[src/rtl/router_pkg.sv]
// rtl/router_pkg.sv - shared header fields, state encoding and header packing for the router packet source
package router_pkg;

   localparam int LEN_W  = 6;
   localparam int ADDR_W = 2;
   localparam int HDR_W  = LEN_W + ADDR_W;

   localparam logic [ADDR_W-1:0] MAX_PORT = 2'd2;

   typedef enum logic [2:0] {
      ST_IDLE,
      ST_LOAD,
      ST_HEADER,
      ST_PAYLOAD,
      ST_PARITY,
      ST_GAP
   } state_t;

   function automatic logic [HDR_W-1:0] pack_header(
      input logic [LEN_W-1:0]  len,
      input logic [ADDR_W-1:0] addr
   );
      return {len, addr};
   endfunction

endpackage

[src/rtl/router_tx_buf.sv]
// rtl/router_tx_buf.sv - single-pass payload buffer with independent write and read pointers
// No full/empty tracking: the packet FSM bounds every write and read.
module router_tx_buf #(
   parameter int DEPTH = 64
) (
   input  logic       i_clk,
   input  logic       i_rstn,
   input  logic       i_clr,
   input  logic       i_wr_en,
   input  logic [7:0] i_wr_data,
   input  logic       i_rd_en,
   output logic [7:0] o_rd_data
);

   localparam int PTR_W = $clog2(DEPTH);

   logic [7:0]       r_mem [DEPTH];
   logic [PTR_W-1:0] r_wr_ptr;
   logic [PTR_W-1:0] r_rd_ptr;

   always_ff @(posedge i_clk) begin
      if (i_wr_en) r_mem[r_wr_ptr] <= i_wr_data;
   end

   always_ff @(posedge i_clk or negedge i_rstn) begin
      if (!i_rstn) begin
         r_wr_ptr <= '0;
         r_rd_ptr <= '0;
      end else if (i_clr) begin
         r_wr_ptr <= '0;
         r_rd_ptr <= '0;
      end else begin
         if (i_wr_en) r_wr_ptr <= r_wr_ptr + 1'b1;
         if (i_rd_en) r_rd_ptr <= r_rd_ptr + 1'b1;
      end
   end

   assign o_rd_data = r_mem[r_rd_ptr];

endmodule

[src/rtl/router_pkt_tx.sv]
// rtl/router_pkt_tx.sv - buffers a payload, then emits header, payload and parity to the router input port
module router_pkt_tx
   import router_pkg::*;
#(
   parameter int IPG   = 2,
   parameter int DEPTH = 64
) (
   input  logic              i_clk,
   input  logic              i_rstn,
   input  logic              i_start,
   input  logic [ADDR_W-1:0] i_dest_addr,
   input  logic [LEN_W-1:0]  i_payload_len,
   input  logic              i_corrupt_parity,
   output logic              o_req_ready,
   output logic              o_req_err,
   input  logic [7:0]        i_pl_data,
   input  logic              i_pl_valid,
   output logic              o_pl_ready,
   input  logic              i_busy,
   output logic              o_pkt_valid,
   output logic [7:0]        o_data_out,
   output logic              o_pkt_done
);

   state_t             r_state, w_next;
   logic [HDR_W-1:0]   r_hdr;
   logic [7:0]         r_par;
   logic               r_corrupt;
   logic [LEN_W-1:0]   r_cnt;
   logic [15:0]        r_gap;

   logic [LEN_W-1:0]   w_len;
   logic [7:0]         w_par_out;
   logic [7:0]         w_rd_data;
   logic               w_req_ok, w_accept, w_xfer, w_last_load, w_consume, w_gap_done;
   logic               w_rd_en;
   logic [7:0]         w_data_nxt;
   logic               w_valid_nxt, w_done_nxt, w_req_err_nxt;

   assign w_len       = r_hdr[HDR_W-1:ADDR_W];
   assign w_par_out   = {r_par[7:1], r_par[0] ^ r_corrupt};
   assign w_req_ok    = (i_payload_len != '0) && (i_dest_addr <= MAX_PORT);
   assign w_accept    = (r_state == ST_IDLE) && i_start && w_req_ok;
   assign w_xfer      = (r_state == ST_LOAD) && i_pl_valid && o_pl_ready;
   assign w_last_load = w_xfer && ((r_cnt + 1'b1) == w_len);
   assign w_consume   = !i_busy;
   assign w_gap_done  = (r_gap == 16'(IPG - 1));

   router_tx_buf #(.DEPTH(DEPTH)) u_buf (
      .i_clk     (i_clk),
      .i_rstn    (i_rstn),
      .i_clr     (w_accept),
      .i_wr_en   (w_xfer),
      .i_wr_data (i_pl_data),
      .i_rd_en   (w_rd_en),
      .o_rd_data (w_rd_data)
   );

   always_ff @(posedge i_clk or negedge i_rstn) begin
      if (!i_rstn) r_state <= ST_IDLE;
      else         r_state <= w_next;
   end

   always_comb begin
      w_next = r_state;
      case (r_state)
         ST_IDLE:    if (w_accept) w_next = ST_LOAD;
         ST_LOAD:    if (w_last_load) w_next = ST_HEADER;
         ST_HEADER:  if (w_consume) w_next = ST_PAYLOAD;
         ST_PAYLOAD: if (w_consume && (r_cnt == w_len)) w_next = ST_PARITY;
         ST_PARITY:  if (w_consume) w_next = (IPG == 0) ? ST_IDLE : ST_GAP;
         ST_GAP:     if (w_gap_done) w_next = ST_IDLE;
         default:    w_next = ST_IDLE;
      endcase
   end

   // Next values for the registered outputs; data_out and pkt_valid hold unless a byte is consumed.
   always_comb begin
      w_data_nxt    = o_data_out;
      w_valid_nxt   = o_pkt_valid;
      w_done_nxt    = 1'b0;
      w_rd_en       = 1'b0;
      w_req_err_nxt = (r_state == ST_IDLE) && i_start && !w_req_ok;
      case (r_state)
         ST_LOAD: begin
            if (w_last_load) begin
               w_data_nxt  = r_hdr;
               w_valid_nxt = 1'b1;
            end
         end
         ST_HEADER: begin
            if (w_consume) begin
               w_data_nxt = w_rd_data;
               w_rd_en    = 1'b1;
            end
         end
         ST_PAYLOAD: begin
            if (w_consume) begin
               if (r_cnt == w_len) begin
                  w_data_nxt  = w_par_out;
                  w_valid_nxt = 1'b0;
               end else begin
                  w_data_nxt = w_rd_data;
                  w_rd_en    = 1'b1;
               end
            end
         end
         ST_PARITY: begin
            if (w_consume) begin
               w_data_nxt = 8'h00;
               w_done_nxt = 1'b1;
            end
         end
         default: ;
      endcase
   end

   always_ff @(posedge i_clk or negedge i_rstn) begin
      if (!i_rstn) begin
         o_req_ready <= 1'b1;
         o_req_err   <= 1'b0;
         o_pl_ready  <= 1'b0;
         o_pkt_valid <= 1'b0;
         o_data_out  <= 8'h00;
         o_pkt_done  <= 1'b0;
      end else begin
         o_req_ready <= (w_next == ST_IDLE);
         o_req_err   <= w_req_err_nxt;
         o_pl_ready  <= (w_next == ST_LOAD);
         o_pkt_valid <= w_valid_nxt;
         o_data_out  <= w_data_nxt;
         o_pkt_done  <= w_done_nxt;
      end
   end

   // r_cnt counts bytes written during LOAD, then bytes presented during HEADER/PAYLOAD.
   always_ff @(posedge i_clk or negedge i_rstn) begin
      if (!i_rstn) begin
         r_hdr     <= '0;
         r_par     <= 8'h00;
         r_corrupt <= 1'b0;
         r_cnt     <= '0;
         r_gap     <= '0;
      end else begin
         if (w_accept) begin
            r_hdr     <= pack_header(i_payload_len, i_dest_addr);
            r_par     <= pack_header(i_payload_len, i_dest_addr);
            r_corrupt <= i_corrupt_parity;
            r_cnt     <= '0;
         end
         if (w_xfer) begin
            r_par <= r_par ^ i_pl_data;
            r_cnt <= r_cnt + 1'b1;
         end
         if ((r_state == ST_HEADER) && w_consume) r_cnt <= LEN_W'(1);
         if ((r_state == ST_PAYLOAD) && w_consume && (r_cnt != w_len)) r_cnt <= r_cnt + 1'b1;
         if ((r_state == ST_PARITY) && w_consume) r_gap <= '0;
         if (r_state == ST_GAP) r_gap <= r_gap + 1'b1;
      end
   end

endmodule

[config.mk]
export PLATFORM = sky130hd
export DESIGN_NAME = router_pkt_tx
export DESIGN_NICKNAME = d
export VERILOG_FILES = /design/src/rtl/router_pkg.sv /design/src/rtl/router_tx_buf.sv /design/src/rtl/router_pkt_tx.sv
export SDC_FILE = /design/constraint.sdc
export NUM_CORES = 1
export LEC_CHECK = 0
export ABC_AREA = 1
export ABC_CLOCK_PERIOD_IN_PS = 2590
export CAP_MARGIN = 25
export CELL_PAD_IN_SITES_DETAIL_PLACEMENT = 1
export CELL_PAD_IN_SITES_GLOBAL_PLACEMENT = 1
export CORE_MARGIN = 1
export CORE_UTILIZATION = 45
export DETAILED_ROUTE_END_ITERATION = 12
export PLACE_DENSITY_LB_ADDON = 0.1
export REMOVE_ABC_BUFFERS = 1
export SYNTH_ARGS = -nofsm -noshare
export SYNTH_HDL_FRONTEND = slang
export SYNTH_SLANG_ARGS = --single-unit
export TNS_END_PERCENT = 10
[constraint.sdc]
create_clock -name i_clk -period 2.59 [get_ports i_clk]
set_clock_uncertainty 0.15 [all_clocks]
set_input_delay 0.518 -clock i_clk [delete_from_list [all_inputs] [get_ports i_clk]]
set_output_delay 0.518 -clock i_clk [all_outputs]
set_load 0.005 [all_outputs]
==> out/metrics.yaml <==
outcome: "finished clean"
initial_core_util_pct: 45.5
grt_pass1_vias: 18408
vias_per_cell: 5.35
cp_max_fo: 41
chipWidth_um: 238
clkSinkCount: 579
hold_ws_ns: 0.113
synth.most_common_cell: "nand2_1"
crit_path_frequent_cell: "nand2_1"
root_buffer: "clkbuf_16"
layout.nets: 2570
port_buffers: 34
n_antenna_cell: 0
area_growth_pct: 17.0
critPathArrivalTime_ns: 2.90
required_ns: 2.99
grt_max_degree: 67
cts_setup_buffers: 0
nFillCells: 5943
ys_top_cells_by_area: "edfxtp_1 (62%), nand2_1 (11%), dfrtp_1 (6.6%)"
wl_met1_um: 34200
ys.flop_type: "edfxtp_1"
dr_wl_met2_um: 35200
cts_tree: "done"
syn_inst: 2405
worst_slack_ns: 0.0930
dpl.cell_count: 3227
final_area_um2: 29200
ant_nets: 0
tightestPinTransition_ns: 0.763
yosysTopAreaCellShare_pct: 61.5
period_share_pct: 96.4
synth.largest_area_cell: "edfxtp_1"
drv_cap: 0
routedWlPerCell_um: 22.6
synth_seq_cells: 579
wl_met3_um: 3730
slew-limit-headroom_pct: 49.1
r2r_slack_ns: 0.09
slew_violations: 0
drt_pass1_iterations: 5
post-route-util_pct: 53.2
place_area_um2: 27200
antenna_found_initial: 0
setup-tns-final_ns: 0
final_cells: 3338
cp_cell_sequence: "buf_12, buf_16, buf_4, nand2_1, nand2_1, nand2_1, nand3_1, nand3_1, nand2_1, nand3_1, nand2_1, nand2_1, nand2_1, nand2_1, nand2_1"
die_y_um: 238
gp_congestion: 0.862
htreeDepth: 2
numCtsBuffers: 61
avgSynthCellArea_um2: 10.4
vias: 17850
async_flop_share_pct: 11.6
design.core.area_um2: 55000
yosysSeqAreaShare_pct: 68.2
critPathKind: "flop to flop"
setup.worst_path.start_class: "flop"
yosys_warnings: 0
dp_hpwl_um: 49900
power.density_nw_per_um2: 1010
totalWireLength_um: 75500
hold_viol_final: 0
leakage_nw: 11.6
clkLatencyLatePin_ns: 0.63
end_kind: "flop"
layout-drive-gt1-share_pct: 11.0
fmax_mhz: 400
die-area_um2: 56500
cpMaxStageDelayCell: "dfrtp_4"
place_ws_ns: -0.0794
clk_pin_slew_ns: 0.06
grt_first_pass_wirelength_um: 115000
netlist_area_um2: 25000
top_layer_used: "met4"
layout_min_cycle_time_ns: 2.50
yosys.cell_types.count: 45
drt_iter0_markers: 1598
hold_path_class: "input pin to flop"
finalSetupViolCount: 0
grt_setup_unrepaired: "yes"
rows: 86
synth_edf_count: 512
track_usage_pct: 27.2
route.detailed.drc: 0
grt_overflow: 0
slowest_delay_ns: 0.50
ir_worst_vdd_mv: 0.697
pin_count: 35
clk_path_buf_depth: 3
power_mw: 29.4
synthTopCellsByCount: "nand2_1 (720), edfxtp_1 (512), nor2_1 (293)"
-- power breakdown --
part / switching (mW) / internal, mW / total (mW)
Sequential: 0.412 / 10.6 / 11.0
Clock: 3.64 / 5.07 / 8.71
Combinational: 6.66 / 3.05 / 9.71
Total: 10.7 / 18.7 / 29.4
-- placed cells by master (no fill, tap or decap), drive strengths merged, types with 2 or more instances in the layout --
master         netlist  final
dfrtp               66     66
o211ai              12     12
clkinv               2     27
clkdlybuf4s50        0     25
bufinv               0      6
o21ai              104    104
xnor2                8      8
nand3              285    285
nand3b               2      2
nand2              723    723
and3                 7      7
xor2                10     10
ha                   5      5
o22ai                7      7
nor4                 3      3
clkbuf              29     76
nor3                12     12
edfxtp             512    512
or2                  3      3
inv                166    168
buf                 88    166
nor2               299    299
a21oi               44     44
nand4                8      8
o31ai                3      3
-- registers in the layout (all words and copies together), names as in the netlist --
| name | count |
|---|---|
| u_buf.r_rd_ptr | 6 |
| r_par | 8 |
| o_pkt_valid | 1 |
| u_buf.r_mem | 512 |
| u_buf.r_wr_ptr | 6 |
| r_cnt | 6 |
| o_data_out | 8 |
| r_gap | 16 |
| r_hdr | 8 |
| o_req_err | 1 |
| r_state | 3 |
| o_pl_ready | 1 |
| o_pkt_done | 1 |
| r_corrupt | 1 |
| o_req_ready | 1 |
-- kinds of logic (layout without fill, tap and decap cells) --
kind of cell / count (synthesis) / after routing / synth area share [%]
AOI/OAI and AO/OA: 174 / 174 / 3.72
xor gates and xnor gates: 18 / 18 / 0.631
adders and majority gates: 5 / 5 / 0.250
buffers and inverters: 285 / 470 / 5.00
DFF: 579 / 579 / 68.2
and+or+nand+nor: 1344 / 1344 / 22.2
-- area by class of cell --
| cell class | instances | area (µm²) | share of cell area [%] |
|---|---|---|---|
| well taps | 748 | 936 | 3.20 |
| clock buffers | 76 | 1650 | 5.63 |
| clock inverters | 34 | 328 | 1.12 |
| multi-input cells | 1541 | 6740 | 23.0 |
| flip-flops and latches | 579 | 17100 | 58.3 |
| inverters | 168 | 649 | 2.22 |
| repair buffers | 192 | 1880 | 6.44 |
-- path summary, 6_finish.rpt --
| kind | start | cells past startpoint | endpoint |
|---|---|---|---|
| setup / recovery | u_buf.r_rd_ptr[0] | 15 | o_data_out[2] |
| hold / removal | i_pl_data[0] | 3 | r_par[0] |
| setup reg to reg | u_buf.r_rd_ptr[0] | 15 | o_data_out[2] |
| hold reg to reg | o_data_out[1] | 2 | o_data_out[1] |
| max in group asynchronous | i_rstn | 3 | u_buf.r_wr_ptr[3] |
| min in group asynchronous | i_rstn | 2 | r_gap[1] |
-- layer usage --
layer  vias up  GRT usage, %
li1       8343             -
met1      8910          39.1
met2       479          43.3
met3       118          3.34
met4         0          8.58
met5         -             0
-- what timing repair did --
action / in CTS / in global routing
hold buffers: 1 / 0
gates resized for setup: 0 / 16
hold endpoints to repair: 24 / 0
endpoints found under the setup margin: 0 / 7
-- worst max-delay path: cells and delay by family, from the launching register on --
| kind | cells | cell delay, ns |
|---|---|---|
| simple gates | 12 | 1.13 |
| buf+inv | 3 | 0.61 |
| flops | 1 | 0.50 |
(Power assumes the default switching activity.)
